**config.mk**
```make
export PLATFORM = sky130hd
export DESIGN_NAME = pc_sequencer
export DESIGN_NICKNAME = d
export VERILOG_FILES = /design/src/rtl/pc_sequencer.sv
export SDC_FILE = /design/constraint.sdc
export NUM_CORES = 1
export LEC_CHECK = 0
export BUFFER_PORTS_ARGS = -buffer_cell sky130_fd_sc_hd__buf_4
export CAP_MARGIN = 20
export CORE_ASPECT_RATIO = 0.5
export CORE_MARGIN = 2
export CORE_UTILIZATION = 56
export CTS_BUF_LIST = sky130_fd_sc_hd__clkbuf_4 sky130_fd_sc_hd__clkbuf_8 sky130_fd_sc_hd__clkbuf_16
export DETAILED_ROUTE_END_ITERATION = 8
export GPL_ROUTABILITY_DRIVEN = 0
export PLACE_DENSITY = 0.77
export SYNTH_ARGS = -nofsm -noshare
export SYNTH_HDL_FRONTEND = slang
export SYNTH_SLANG_ARGS = --single-unit
```
**constraint.sdc**
```tcl
create_clock -name Clock -period 8 [get_ports Clock]
set_input_delay 0.4 -clock Clock [delete_from_list [all_inputs] [get_ports Clock]]
set_output_delay 0.4 -clock Clock [all_outputs]
set_load 0.03 [all_outputs]
```
**src/rtl/pc_sequencer.sv**
```systemverilog
// Program-counter sequencer with a circular return-address stack.
// Picks the next PC from a 3-bit select and keeps CALL/RET addresses on the stack.
module pc_sequencer #(
  parameter int unsigned WIDTH                = 32,
  parameter int unsigned RAS_DEPTH            = 8,
  parameter int unsigned INC                  = 1,
  parameter logic [WIDTH-1:0] RESET_PC        = '0
) (
  input  logic                               Clock,
  input  logic                               Reset_n,
  input  logic                               PC_enable,
  input  logic [2:0]                         PC_select,
  input  logic                               Cond,
  input  logic [WIDTH-1:0]                   BranchOff,
  input  logic [WIDTH-1:0]                   Target,
  input  logic [WIDTH-1:0]                   RA,
  input  logic                               RAS_clear,
  output logic [WIDTH-1:0]                   PC,
  output logic [WIDTH-1:0]                   PC_temp,
  output logic [$clog2(RAS_DEPTH+1)-1:0]     RAS_count,
  output logic                               RAS_overflow,
  output logic                               RAS_underflow
);

  localparam int unsigned CNT_W = $clog2(RAS_DEPTH + 1);
  localparam int unsigned PTR_W = $clog2(RAS_DEPTH);
  localparam logic [WIDTH-1:0] INC_W = WIDTH'(INC);

  typedef enum logic [2:0] {
    SEL_SEQ   = 3'b000,
    SEL_BREL  = 3'b001,
    SEL_JABS  = 3'b010,
    SEL_JREG  = 3'b011,
    SEL_CALL  = 3'b100,
    SEL_RET   = 3'b101,
    SEL_BCOND = 3'b110,
    SEL_HOLD  = 3'b111
  } sel_e;

  logic [WIDTH-1:0] pc_q, pc_d;
  logic [WIDTH-1:0] pc_temp_q, pc_temp_d;
  logic [CNT_W-1:0] cnt_q, cnt_d;
  logic [PTR_W-1:0] top_q, top_d;
  logic             ovf_q, ovf_d;
  logic             unf_q, unf_d;
  logic [WIDTH-1:0] ras_q [RAS_DEPTH];

  logic [WIDTH-1:0] pc_inc, pc_rel;
  logic [PTR_W-1:0] top_next, top_prev;
  logic             push;
  sel_e             sel;

  assign sel      = sel_e'(PC_select);
  assign pc_inc   = pc_q + INC_W;
  assign pc_rel   = pc_q + BranchOff;
  // top_q is the next free slot; when full it is also the oldest entry.
  assign top_next = (top_q == PTR_W'(RAS_DEPTH - 1)) ? '0 : top_q + 1'b1;
  assign top_prev = (top_q == '0) ? PTR_W'(RAS_DEPTH - 1) : top_q - 1'b1;

  // NOTE: every signal gets a default before the case so no latch is inferred.
  always_comb begin
    pc_d      = pc_q;
    pc_temp_d = pc_q;
    cnt_d     = cnt_q;
    top_d     = top_q;
    ovf_d     = 1'b0;
    unf_d     = 1'b0;
    push      = 1'b0;
    if (PC_enable) begin
      case (sel)
        SEL_SEQ:   pc_d = pc_inc;
        SEL_BREL:  pc_d = pc_rel;
        SEL_JABS:  pc_d = Target;
        SEL_JREG:  pc_d = RA;
        SEL_CALL: begin
          pc_d = Target;
          if (!RAS_clear) begin
            push  = 1'b1;
            top_d = top_next;
            if (cnt_q == CNT_W'(RAS_DEPTH)) ovf_d = 1'b1;
            else                            cnt_d = cnt_q + 1'b1;
          end
        end
        SEL_RET: begin
          if (!RAS_clear && cnt_q != '0) begin
            pc_d  = ras_q[top_prev];
            top_d = top_prev;
            cnt_d = cnt_q - 1'b1;
          end else begin
            pc_d  = RA;
            unf_d = !RAS_clear;
          end
        end
        SEL_BCOND: pc_d = Cond ? pc_rel : pc_inc;
        SEL_HOLD:  pc_d = pc_q;
        default:   pc_d = pc_q;
      endcase
      if (RAS_clear) cnt_d = '0;
    end
  end

  // NOTE: sequential state uses non-blocking assignments only.
  always_ff @(posedge Clock or negedge Reset_n) begin
    if (!Reset_n) begin
      pc_q      <= RESET_PC;
      pc_temp_q <= RESET_PC;
      cnt_q     <= '0;
      top_q     <= '0;
      ovf_q     <= 1'b0;
      unf_q     <= 1'b0;
    end else begin
      pc_q      <= pc_d;
      pc_temp_q <= pc_temp_d;
      cnt_q     <= cnt_d;
      top_q     <= top_d;
      ovf_q     <= ovf_d;
      unf_q     <= unf_d;
    end
  end

  // NOTE: stack storage is not reset; entries are unreachable while cnt_q is zero.
  always_ff @(posedge Clock) begin
    if (push) ras_q[top_q] <= pc_inc;
  end

  assign PC            = pc_q;
  assign PC_temp       = pc_temp_q;
  assign RAS_count     = cnt_q;
  assign RAS_overflow  = ovf_q;
  assign RAS_underflow = unf_q;

endmodule

```
==> reports/metrics.yaml, run 1 <==
post_drt_via_cell_ratio: 6.412
ys_seq_area_share_pct: 61.05
antenna_found_initial: 0
cts_setup_buffers: 0
start_kind: "flip-flop"
cts.clk_slew.worst_paths_ns: 0.07
final.fill_count: 1978
setup_tns_ns: 0
routedWlPerCell_um: 25.12
fp-row-count: 43
crit_top_cell: "ha_2"
vdd_drop_max_uv: 178.3
cp.arrival_ns: 3.98
seq_power_share_pct: 36.1
drive_gt1_share_pct: 26.03
synth_area_leader_cell: "edfxtp_1"
worstPathCellList: "inv_1 > ha_2 > ha_2 > buf_4 > mux4_2 > mux2i_1 > a21oi_1 > a221oi_1 > o31ai_1"
ant_nets: 0
diodes: 0
switchingPower_mw: 2.157
worstSetupPathType: "reg -> reg"
swShare_pct: 35.49
worstMarginPinSlew_ns: 0.8885
placedCellCount: 1643
cp_max_fo: 29
cts_tree: "yes"
cts.path.max_buffers: 3
grt_max_degree: 74
layout_min_cycle_time_ns: 3.545
p_comb_share_pct: 39.3
setup_violations: 0
slew_viol_final: 0
slowest_stage: "ha_2"
p_leak_nw: 6.825
p_clk_share_pct: 24.6
clkLatencyLatePin_ns: 0.57
totalWireLength_mm: 42.60
route.detailed.drc: 0
stdcell_count: 1696
ys_ff_latch: 329
die_h_um: 122.0
p_per_area_nw_per_um2: 329.1
fmax_mhz: 282.1
grt_pass1_vias: 10748
final_cell_mix: "edfxtp_1, buf_4, nand2_1"
synth_area_per_cell_um2: 13.94
numCtsBuffers: 28
fin_crit_sh_pct: 44.31
ys.flop_type: "edfxtp_1"
ios: 174
core_um2: 27550
grt-ovfl-total: 0
drt_pass1_iterations: 6
vias: 10874
synthArstFlopShare_pct: 22.19
maxCapViolations: 0
numClockSinks: 329
fin_util_pct: 67.04
start_util_pct: 56.58
crit_required_ns: 8.43
htreeDepth: 1
synth_cells: 1118
synth_area_um2: 15580
hold_viol: 0
outcome: "completed"
io_buffer_count: 173
slew_headroom_pct: 40.34
synth_area_leaders: "edfxtp_1, dfrtp_1, mux4_2"
drt_iter0_markers: 1371
hpwl_mm: 28.47
syn-num-nets: 1262
p_int_mw: 3.921
final_common_cell: "edfxtp_1"
die_w_um: 239.9
grt_pass1_wl_mm: 64.20
worstSetupEndpointType: "flip-flop"
groute.usage.overall_pct: 29.56
synth-edff-count: 256
cp_slowest_stage_delay_ns: 0.76
nNetsFinal: 1437
area_growth_pct: 18.50
clock_skew_ns: 0.01367
hold_path_class: "in -> reg"
synth_top_area_share_pct: 49.33
ys_types: 67
clock-root-buffer: "clkbuf_16"
ys_warn_count: 0
rsz0062_at_grt: "false"
dieArea_um2: 29260
timing repair:
item / 4_1_cts / 5_1_grt
resized for setup: 0 / 0
hold buffers: 0 / 1
setup endpoints to repair: 0 / 0
hold endpoints to repair: 0 / 29
area by class of cell:
class	count	area [um2]	share of cell area [%]
clock buffer	41	845.8	4.580
tap	382	478.0	2.588
clock inverter	10	160.2	0.8672
timing repair buffer	200	1524	8.252
inverter	26	97.59	0.5285
multi-input combinational	708	5848	31.67
sequential	329	9514	51.52
power by group through the flow:
stage	combinational (mW)	sequential (mW)	clock, mW
floorplan	1.54	2.35	0
global placement	2.32	2.22	0
detailed placement	2.37	2.23	0
CTS	2.38	2.19	1.50
global route	2.56	2.21	1.57
finish	2.39	2.20	1.49
registers in the layout, indices dropped and copies added (netlist names):
register and count:
RAS_count 4, PC 32, PC_temp 32, ras_q 256, RAS_overflow 1, RAS_underflow 1, top_q 3
final timing paths:
| check | to | slack (ns) | from | depth (start not counted) |
|---|---|---|---|---|
| worst max-delay path | PC[1] | 4.45 | top_q[1] | 9 |
| worst min-delay path | RAS_count[2] | 0.10 | RAS_clear | 2 |
| worst max register to register | PC[1] | 4.45 | top_q[1] | 9 |
| worst min register to register | PC_temp[14] | 0.49 | PC[14] | 0 |
| max in group asynchronous | PC[28] | 7.05 | Reset_n | 3 |
| min in group asynchronous | PC[8] | 0.34 | Reset_n | 2 |
cell families after synthesis:
kind of cell	synth area share, %
DFF	61.05
AOI/OAI and AO/OA	11.49
and+or+nand+nor	7.234
muxes	11.57
buffers and inverters	2.031
xor gates and xnor gates	3.259
adders and majority gates	3.372
critical path: cells and delay by family (launching register included):
family,cells,cell delay (ns)
multiplexers,2,0.52
AO/OA/AOI/OAI,3,0.79
flip-flops,1,0.47
adder cells (fa/ha/maj),2,0.95
buffers and inverters,2,0.66
synth_stat cells (3+ instances only):
cell type  number
o31ai_1         6
buf_2          10
nor2b_1         5
clkbuf_1       42
a31oi_1        18
buf_1           3
a2111oi_0       3
a221o_1        12
a211o_1         3
a221oi_1       23
inv_1          25
o21ai_1         5
o211ai_1       18
o21ai_0        38
a21oi_1        70
nand2_1        88
and2_1          4
xnor2_1        43
nand2b_1        3
o21a_1          5
ha_1           38
a21o_1         16
nor2_1         72
o21bai_1        4
nand4_1        10
mux2i_1        35
nor3_1         10
xor2_1         15
a211oi_1       15
and4_1          4
nand3_1        22
edfxtp_1      256
dfrtp_1        73
mux4_2         64
o31a_1          3
and3_1         13
metal layers:
metal	wire length (um)	part of all wire (%)	global-route usage, %
met1	17300	41	42.31
met2	20220	47	47.46
met3	3931	9.2	5.099
met4	1146	2.7	8.307
met5	0	0	0
stage by stage:
stage          setup slack, ns  cell area [um2]  total power, mW  hold slack (ns)
6_report                 4.455            18470            6.078           0.1005
5_1_grt                  4.267            18470            6.343           0.1088
4_1_cts                  4.423            18430            6.076          0.04251
3_5_place_dp             4.435            17420            4.597           0.4673
3_3_place_gp             4.441            17420            4.540           0.4633
2_1_floorplan            4.302            15580            3.882           0.1044
(Power assumes the default switching activity.)
==> inputs of run 2 (changes only) <==
ABC_AREA = 1   (was default)
PLACE_DENSITY = 0.76   (was 0.77)
clock period = 3.6 ns   (was 8 ns; I/O delays follow)
==> reports/metrics.yaml, run 2 <==
numCtsBuffers: 30  # +7.1%
core_um2: 30570  # +11%
synth_area_leader_cell: "edfxtp_1"
synth_area_leaders: "edfxtp_1, nand2_1, dfrtp_1"
totalWireLength_mm: 53.68  # +26%
ys_top_cells_by_count: "nand2_1, inv_1, edfxtp_1"
rsz0062_at_grt: "false"
ys_seq_area_share_pct: 54.30  # -6.7 points
layout_min_cycle_time_ns: 3.071  # -0.4742 ns
met2_usage_pct: 49.98  # +2.5 points
clkLatencyLatePin_ns: 0.60  # +0.03 ns
ys.flop_type: "edfxtp_1"
cts_tree: "yes"
vias: 15334  # +41%
start_util_pct: 57.31  # +0.73 points
top_usage_layer: "met2"
p_leak_nw: 9.206  # +35%
groute.usage.overall_pct: 33.09  # +3.5 points
ys_types: 43  # -36%
synth_area_um2: 17520  # +12%
syn-num-nets: 2208  # +75%
ys_warn_count: 0  # unchanged
top_register: "ras_q"
synth_area_per_cell_um2: 8.489  # -39%
ios: 174  # unchanged
finalWorstSetupSlack_ns: 0.5291  # -3.926 ns
diodes: 0  # unchanged
whs_ns: 0.02459  # -0.07589 ns
vdd_drop_max_uv: 884.6  # +400%
fp-row-count: 45  # +4.7%
synth-edff-count: 256  # unchanged
worstMarginPinSlew_ns: 1.003  # +0.1141 ns
final_common_cell: "nand2_1"
cp_max_fo: 62  # +110%
die_w_um: 254.2  # +5.9%
grt_pass1_wl_mm: 81.27  # +27%
ant_nets: 0  # unchanged
route.detailed.drc: 0  # unchanged
worstSetupPathType: "reg -> reg"
clock-root-buffer: "clkbuf_16"
fin_util_pct: 67.33  # +0.29 points
drive_gt1_share_pct: 13.07  # -13 points
slew_viol_final: 0  # unchanged
htreeDepth: 1  # unchanged
use_met3_pct: 8.035  # +2.9 points
cts.path.max_buffers: 3  # unchanged
use_met1_pct: 47.43  # +5.1 points
slew_headroom_pct: 33.16  # -7.2 points
dp_slack_ns: 0.6747  # -3.761 ns
grt-ovfl-total: 0  # unchanged
synth_top_area_share_pct: 43.87  # -5.5 points
numClockSinks: 329  # unchanged
synthArstFlopShare_pct: 22.19  # unchanged
ys_ff_latch: 329  # unchanged
synth_cells: 2064  # +85%
cts_resized: 0  # unchanged
dieArea_um2: 32810  # +12%
setup_violations: 0  # unchanged
clock_skew_ns: 0.008494  # -0.005176 ns
final_cell_area_um2: 20590  # +11%
post_drt_via_cell_ratio: 5.705  # -11%
cp.arrival_ns: 3.56  # -0.42 ns
p_per_area_nw_per_um2: 722.9  # +120%
grt_max_degree: 74  # unchanged
nNetsFinal: 2385  # +66%
crit_required_ns: 4.09  # -4.34 ns
drt_pass1_iterations: 6  # unchanged
worstSetupEndpointType: "flip-flop"
grt_pass1_vias: 14253  # +33%
hold_path_class: "in -> reg"
die_h_um: 129.1  # +5.8%
hpwl_mm: 36.98  # +30%
largest_register_ffs: 256  # unchanged
placed_area_um2: 19450  # +12%
setup_tns_ns: 0  # unchanged
outcome: "completed"
antenna_found_initial: 0  # unchanged
drt_iter0_markers: 1903  # +39%
hold_viol: 0  # unchanged
maxCapViolations: 0  # unchanged
area_growth_pct: 17.49
io_buffer_count: 173  # unchanged
fmax_mhz: 325.6  # +15%
cts.clk_slew.worst_paths_ns: 0.07  # about the same
yosysMostFrequentCell: "nand2_1"
routedWlPerCell_um: 19.97  # -20%
fin_crit_sh_pct: 85.30  # +41 points
final_cell_mix: "nand2_1, inv_1, edfxtp_1"
start_kind: "flip-flop"
==> run 2: changes by cell type after synthesis, sizes merged, moves of 23 or more <==
cell	delta
o21ai	+50
xnor2	-39
nand3	+223
a221oi	-23
a21oi	+23
nand2	+543
nor2	+34
inv	+272
mux4	-64
mux2i	-35
buf	+26
==> run 2: report_power, final <==
part           leakage, nW  internal [mW]  switching [mW]
Clock                0.495           1.90            1.50
Sequential            3.14           4.50           0.302
Combinational         5.57           2.05            4.63
==> run 2: cells by family after synthesis <==
group,synth area share (%)
AO/OA/AOI/OAI,7.641
XOR/XNOR,0.9997
adder cells (fa/ha/maj),2.942
buffers and inverters,8.290
flip-flops,54.30
AND/OR/NAND/NOR,25.83
==> run 2: per-layer routing <==
layer,part of all wire (%),wire length [um]
met1,40,21610
met3,13,6915
met5,0,0
met4,3.7,1965
met2,43,23190
==> run 2: final timing paths <==
| path | start | depth (start not counted) | to | slack, ns |
|---|---|---|---|---|
| max | top_q[1] | 15 | PC[23] | 0.53 |
| min | RA[11] | 5 | PC[11] | 0.02 |
| max reg2reg | top_q[1] | 15 | PC[23] | 0.53 |
| min reg2reg | PC[7] | 0 | PC_temp[7] | 0.54 |
| max in group asynchronous | Reset_n | 2 | RAS_count[1] | 2.66 |
| min in group asynchronous | Reset_n | 2 | PC_temp[27] | 0.27 |
==> run 2: final cells by class <==
| class | count | area, um2 |
|---|---|---|
| clock buffers | 31 | 758.2 |
| well taps | 423 | 529.3 |
| inverters | 298 | 1119 |
| repair buffers | 218 | 1762 |
| flip-flops and latches | 329 | 9514 |
| clock inverters | 25 | 277.8 |
| multi-input cells | 1364 | 6626 |
| fillers | 2408 | 9987 |
==> run 2: timing repair <==
action	CTS	global route
hold buffers	10	0
hold endpoints to repair	82	0
setup buffers	0	0
==> run 2: critical path, stage by stage, from the launching register on <==
cell and delay, ns:
dfrtp_1 0.50, inv_1 0.16, ha_2 0.19, ha_1 0.22
inv_1 0.10, nand2_4 0.22, buf_12 0.31, buf_4 0.23
nand2_1 0.07, nand3_1 0.07, nand3_1 0.10, nand3_1 0.22
a21oi_1 0.33, nand3_1 0.12, nand2_1 0.07, inv_1 0.04
==> run 2: through the flow <==
stage,power [mW],cells
6_report,14.88,2688
5_1_grt,15.66,2688
3_3_place_gp,11.24,2622
4_1_cts,14.76,2688
3_5_place_dp,11.35,2622
2_1_floorplan,9.013,2064
